===== config.mk =====
export PLATFORM = sky130hd
export DESIGN_NAME = fetch_queue
export DESIGN_NICKNAME = d
export VERILOG_FILES = /design/src/rtl/fetch_queue.sv
export SDC_FILE = /design/constraint.sdc
export NUM_CORES = 1
export LEC_CHECK = 0
export CAP_MARGIN = 20
export CORE_MARGIN = 3
export CORE_UTILIZATION = 25
export CTS_CLUSTER_DIAMETER = 40
export DETAILED_ROUTE_END_ITERATION = 12
export PLACE_DENSITY = 0.45
export SLEW_MARGIN = 20
export SYNTH_ARGS = -nofsm -noshare
export SYNTH_HDL_FRONTEND = slang
export SYNTH_SLANG_ARGS = --single-unit
export TNS_END_PERCENT = 1

===== constraint.sdc =====
create_clock -name clk -period 5.4 [get_ports clk]
set_clock_uncertainty 0.1 [all_clocks]
set_input_delay 1.62 -clock clk [delete_from_list [all_inputs] [get_ports clk]]
set_output_delay 1.62 -clock clk [all_outputs]
set_load 0.01 [all_outputs]

===== src/rtl/fetch_queue.sv =====
// fetch_queue: circular FIFO decoupling instruction fetch from decode.
// Holds each fetched instruction with its PC, PC+4 and branch-prediction
// side-band. Supports a single-cycle misprediction flush.
module fetch_queue #(
    parameter int unsigned DATA_WIDTH = 32,
    parameter int unsigned PC_SIZE    = 32,
    parameter int unsigned DEPTH      = 4
) (
    input  logic                          clk,
    input  logic                          arst_n,
    input  logic                          flush_in,

    input  logic                          enq_valid_in,
    output logic                          enq_ready_out,
    input  logic [DATA_WIDTH-1:0]         enq_inst_in,
    input  logic [PC_SIZE-1:0]            enq_pc_in,
    input  logic [PC_SIZE-1:0]            enq_pc4_in,
    input  logic                          enq_is_cond_br_in,
    input  logic                          enq_is_jal_in,
    input  logic                          enq_is_jalr_in,
    input  logic                          enq_predict_taken_in,
    input  logic [DATA_WIDTH-1:0]         enq_predict_pc_in,

    output logic                          deq_valid_out,
    input  logic                          deq_ready_in,
    output logic [DATA_WIDTH-1:0]         deq_inst_out,
    output logic [PC_SIZE-1:0]            deq_pc_out,
    output logic [PC_SIZE-1:0]            deq_pc4_out,
    output logic                          deq_is_cond_br_out,
    output logic                          deq_is_jal_out,
    output logic                          deq_is_jalr_out,
    output logic                          deq_predict_taken_out,
    output logic [DATA_WIDTH-1:0]         deq_predict_pc_out,

    output logic [$clog2(DEPTH+1)-1:0]    count_out,
    output logic                          empty_out,
    output logic                          full_out
);

    localparam int unsigned PTR_W = $clog2(DEPTH);
    localparam int unsigned CNT_W = $clog2(DEPTH + 1);

    typedef struct packed {
        logic [DATA_WIDTH-1:0] inst;
        logic [PC_SIZE-1:0]    pc;
        logic [PC_SIZE-1:0]    pc4;
        logic                  is_cond_br;
        logic                  is_jal;
        logic                  is_jalr;
        logic                  predict_taken;
        logic [DATA_WIDTH-1:0] predict_pc;
    } entry_t;

    entry_t             mem_q [DEPTH];
    logic [PTR_W-1:0]   wr_ptr_q, wr_ptr_d;
    logic [PTR_W-1:0]   rd_ptr_q, rd_ptr_d;
    logic [CNT_W-1:0]   count_q, count_d;

    entry_t             enq_entry;
    entry_t             head_entry;
    logic               enq_fire;
    logic               deq_fire;

    // Pack the incoming fetch bundle into one storage word
    assign enq_entry = '{
        inst:          enq_inst_in,
        pc:            enq_pc_in,
        pc4:           enq_pc4_in,
        is_cond_br:    enq_is_cond_br_in,
        is_jal:        enq_is_jal_in,
        is_jalr:       enq_is_jalr_in,
        predict_taken: enq_predict_taken_in,
        predict_pc:    enq_predict_pc_in
    };

    // Status flags derive only from the registered count
    assign empty_out     = (count_q == '0);
    assign full_out      = (count_q == CNT_W'(DEPTH));
    assign enq_ready_out = !full_out;
    assign deq_valid_out = !empty_out;
    assign count_out     = count_q;

    assign enq_fire = enq_valid_in && enq_ready_out;
    assign deq_fire = deq_valid_out && deq_ready_in;

    // Head entry is read straight from the array at the read pointer
    assign head_entry            = mem_q[rd_ptr_q];
    assign deq_inst_out          = head_entry.inst;
    assign deq_pc_out            = head_entry.pc;
    assign deq_pc4_out           = head_entry.pc4;
    assign deq_is_cond_br_out    = head_entry.is_cond_br;
    assign deq_is_jal_out        = head_entry.is_jal;
    assign deq_is_jalr_out       = head_entry.is_jalr;
    assign deq_predict_taken_out = head_entry.predict_taken;
    assign deq_predict_pc_out    = head_entry.predict_pc;

    // Next-state for pointers and occupancy; flush overrides all traffic
    always_comb begin
        wr_ptr_d = wr_ptr_q;
        rd_ptr_d = rd_ptr_q;
        count_d  = count_q;
        if (flush_in) begin
            wr_ptr_d = '0;
            rd_ptr_d = '0;
            count_d  = '0;
        end else begin
            if (enq_fire) begin
                wr_ptr_d = wr_ptr_q + PTR_W'(1);
            end
            if (deq_fire) begin
                rd_ptr_d = rd_ptr_q + PTR_W'(1);
            end
            if (enq_fire && !deq_fire) begin
                count_d = count_q + CNT_W'(1);
            end else if (deq_fire && !enq_fire) begin
                count_d = count_q - CNT_W'(1);
            end
        end
    end

    // Pointer and occupancy registers
    always_ff @(posedge clk or negedge arst_n) begin
        if (!arst_n) begin
            wr_ptr_q <= '0;
            rd_ptr_q <= '0;
            count_q  <= '0;
        end else begin
            wr_ptr_q <= wr_ptr_d;
            rd_ptr_q <= rd_ptr_d;
            count_q  <= count_d;
        end
    end

    // Entry storage; contents are left untouched by a flush
    always_ff @(posedge clk or negedge arst_n) begin
        if (!arst_n) begin
            for (int unsigned i = 0; i < DEPTH; i++) begin
                mem_q[i] <= '0;
            end
        end else if (!flush_in && enq_fire) begin
            mem_q[wr_ptr_q] <= enq_entry;
        end
    end

endmodule


# After elaboration in Yosys (flattened, before gate mapping)
# Index checks and enable logic that the tools add are counted.
[word_totals] elab_cells=73 mem_bits_ro=0 in_bits=137 latch_bits=0 output_inout_bits=139 ramBits=0 memories=0 ff_bits=535
[classes] div=0 bitwise=2 addsub=4 reduce_logical=15 muxes=13 shifts=0 magnitude_cmp=3 eq_ne=1 multipliers=0
[ops] op="$bwmux 528" count=1
[ops] op="$mux 132" count=3
[ops] op="$bmux 132 s2" count=1
[ops] op="$demux 132 s2" count=1
[ops] op="$mux 3" count=3
[ops] op="$mux 2" count=4
[ops] op="$ge 3x3->1 const B" count=2
[ops] op="$logic_and 1x1->1" count=6
[ops] op="$not 2->3" count=2
[ops] op="$logic_not 1->1" count=5
[ops] op="$add 2x1->2 const B" count=2
[ops] op="$reduce_bool 2->1" count=2
[ops] op="$add 3x1->3 const B" count=1
[ops] op="$eq 3x3->1 const B" count=1
[ops] op="$logic_not 3->1" count=1
[ops] op="$lt 3x1->1 const B" count=1
[ops] op="$reduce_bool 3->1" count=1
[ops] op="$sub 3x1->3 const B" count=1

# Logic depth before layout (Yosys ltp)
[depth] depth_word=8 depth_mapped=8 depth_no_buf=6

# Worst setup path after synthesis
# No wires, ideal clock.
[synth_path] kind="register to output" startpoint="register rd_ptr_q[0]" endpoint="output port deq_pc4_out[10]" required_ns=3.680 arrival_time_ns=1.640 stages_incl_launch_ff=4 n_path_buf=2 setup_slack_ns=2.040 cell_sequence="dfrtp_1 -> clkbuf_1 -> buf_1 -> mux4_2"
[synth_via] elab_chain_len=4
[synth_lines] element="start: declaration" line_no="56" source="logic [PTR_W-1:0] rd_ptr_q, rd_ptr_d;"
[synth_lines] element="start signal: assignment" line_no="129" source="rd_ptr_q <= rd_ptr_d;"
[synth_lines] element="$not 2->3 (implied by the code)" line_no="87" source="assign head_entry = mem_q[rd_ptr_q];"
[synth_lines] element="$bmux 132 s2" line_no="87"
[synth_lines] element="$mux 132 (implied by the code) (2 in series)" line_no="87"
[synth_lines] element="end: declaration" line_no="28" source="output logic [PC_SIZE-1:0] deq_pc4_out,"
# Every way passes these cells. The select of a mux whose other input is x is not followed.

# Worst setup path in the final report
[layout_path] startpoint="register rd_ptr_q[0]" endpoint="output port deq_pc_out[25]"
[layout_via] elab_chain_len=4
[layout_lines] element="$not 2->3 (implied by the code)" line_no="87"
[layout_lines] element="$bmux 132 s2" line_no="87"
[layout_lines] element="$mux 132 (implied by the code) (2 in series)" line_no="87"
[layout_lines] element="end: declaration" line_no="27" source="output logic [PC_SIZE-1:0] deq_pc_out,"
# Every way passes these cells. The select of a mux whose other input is x is not followed.

==> impl_results.md <==
- Leading post-synthesis cells by cell area: dfrtp_1, mux2_2, mux4_2
- Vias in the first global route: 15,200
- End-of-flow core utilization: 0.343
- Post-CTS setup buffers: 0
- Routing usage on met1: 0.166
- # nets final: 1,813
- Initial core utilization: 0.254
- Max-slew headroom: 0.309
- Core Box Area: 92,500 um2
- CTS HTree Levels: 3
- Initial antenna violation count: 7
- Final Hold Fails: 0
- Hold Path Class: reg -> reg
- Power share of the sequential group: 0.334
- Net switching power: 0.00541 W
- Worst hold stages: 1
- Drt drc: 0
- Post-Syn Instances: 1,340
- VDD IR max: 0.321 mV
- Via density per instance: 4.41
- GP Congestion: 0.709
- Setup TNS: 0 ns
- Endpoint kind of the worst setup timing path: output pin
- DR pass1 iterations: 4
- GR peak layer: met2
- GR Util All Layers: 0.128
- Min Tclk post-route: 4.72 ns
- Met3 Track Usage GR: 0.0353
- Worst Path Max Fanout: 25
- Leak pwr: 13.5 nW
- Final Cycle Share: 0.874
- CTS tree: built
- Maximum clock rate: 212 MHz
- Num ports: 276
- Die area: 97,700 um2
- Top cell type's share of synthesized area: 0.570
- Synth cell types: 34
- Seq/Total Area, Yosys: 0.570
- Fraction of layout cells with a size suffix above 1: 0.507
- Worst EP arrival: 3.00 ns
- Post-DRT Antenna Nets: 0
- Routed len/inst: 20.6 um
- Pwr/cell area: 622 nW/um2
- Clock share of power: 0.339
- Yosys reg bits: 535
- Root Buffer: clkbuf_16
- CTS sink cnt: 535
- RSZ-0062 raised after global routing: false
- First-pass GRT wire length: 96,000 um
- DIE WIDTH: 313 um
- Switching Share: 0.275
- GR Util met2: 0.209
- Row count: 111
- YS warnings: 0
- Mapped cell area: 23,500 um2
- Status: finished, final reports clean
- Clock tree buffer depth: 3
- Combinational share of power: 0.327
- HPWL after DPL: 38,600 um
- Port buffer count: 275
- Largest net degree at the start of global routing: 97
- Slew @ Worst Pin: 1.03 ns
- Grt total ovfl: 0
- Layout area overhead: 34.8%
- Tot Pwr: 0.0197 W
- Final setup violation count: 0
- Starting DRC count in detailed routing: 570
- Die height: 313 um
- Setup CP Type: reg -> out
- Via Count: 13,300
- CTS Hold Bufs: 0
- Worst skew pair latency: 0.65 ns
- Syn Nets: 1,482
- Mapped Avg Cell Area: 17.5 um2
- Post-synth top area cell: dfrtp_1
- Num CTS Buffers: 104
- Critical Path Start Type: flip-flop
- DRT Wirelength: 61,800 um
- Worst r2r path cells: 5
- Critical Path RT: 3.68 ns
- CTS clk-pin slew, worst paths: 0.05 ns
- Post-CTS sizing: 0
- Max Cap Viol: 0
- Final max-slew violation count: 0
- P_int: 0.0143 W
layout make-up:
cell class / count / area, um2
clock buffer: 135 / 2910
inverter: 9 / 33.8
fill: 8892 / 60800
tap: 1243 / 1560
clock inverter: 57 / 783
multi-input combinational: 703 / 9580
sequential: 535 / 13400
timing repair buffer: 318 / 3420
antenna: 4 / 10.0
power by group through the flow:
stage	sequential, W	combinational (W)	clock (W)
global route	0.00682	0.00688	0.00712
CTS	0.00661	0.00662	0.00689
finish	0.00659	0.00644	0.00668
floorplan	0.00625	0.00393	0
detailed placement	0.00666	0.00658	0
global placement	0.00658	0.00650	0
critical path, cell delays in order, from the launching register on:
cell	delay, ns
dfrtp_4	0.88
buf_4	0.36
mux4_2	0.52
clkdlybuf4s50_1	0.56
synth_stat cells:
library cell  count
a211o_1           1
a211oi_1          1
a21o_1            1
a21oi_1           2
a311oi_1          1
a31o_2            1
and3_1            2
and3b_1           1
buf_1             3
buf_2            54
buf_4             8
buf_6            11
clkbuf_1         17
dfrtp_1         535
fa_1              1
ha_1              4
inv_1             9
mux2_2          449
mux2_4           80
mux2i_1           1
mux4_2          132
nand3_1           3
nand3_2           2
nor2_1            7
nor2b_1           1
o211a_1           1
o211ai_1          1
o21a_1            1
o21ai_0           3
o311ai_0          1
o31ai_1           2
or3_1             1
or3b_1            1
xor2_1            2
cell families after synthesis:
| logic type | after synthesis | share of synthesized area |
|---|---|---|
| muxes | 662 | 0.393 |
| DFF | 535 | 0.570 |
| buffers and inverters | 102 | 0.0240 |
| and+or+nand+nor | 18 | 0.00442 |
| AOI/OAI and AO/OA | 16 | 0.00490 |
| adders and majority gates | 5 | 0.00298 |
| xor gates and xnor gates | 2 | 0.000746 |
worst paths after layout:
| path | from | end | slack (ns) |
|---|---|---|---|
| setup / recovery | rd_ptr_q[0] | deq_pc_out[25] | 0.68 |
| hold / removal | mem_q[117] | mem_q[117] | 0.40 |
| setup reg to reg | count_out[1] | mem_q[517] | 2.58 |
| hold reg to reg | mem_q[117] | mem_q[117] | 0.40 |
| max in group asynchronous | arst_n | mem_q[193] | 3.16 |
| min in group asynchronous | arst_n | mem_q[246] | 0.88 |
metal layers:
metal,share of wire,up-vias
met2,0.48,265
met3,0.052,84
met4,0.018,6
met5,0.00068,-
met1,0.45,7157
li1,-,5740
stage by stage:
stage	hold WS [ns]	worst slack, ns	cells	area [um2]
after detailed placement	0.387	0.853	2808	28000
after CTS	0.399	0.513	3000	31700
after floorplan	0.374	2.04	1340	23500
final	0.397	0.682	3004	31700
after global placement	0.382	0.837	2808	28000
after global routing	0.402	0.482	3001	31700
flip-flops by register name (all words and copies together), names as in the netlist:
signal and count:
mem_q 528, count_out 3, rd_ptr_q 2, wr_ptr_q 2
cells in the final DEF (no fill, tap or decap), drive strengths merged, types with 2 or more instances in the layout:
cell             n
clkinv          30
inv             13
buf             44
dfrtp          535
o31ai            2
mux2           529
mux4           132
clkinvlp         9
bufinv          14
ha               4
a21oi            2
nor2             7
xor2             2
clkdlybuf4s50  274
o21ai            3
nand3            5
diode            4
clkbuf         135
and3             2
Note: power is estimated with default switching activity, not from simulation.
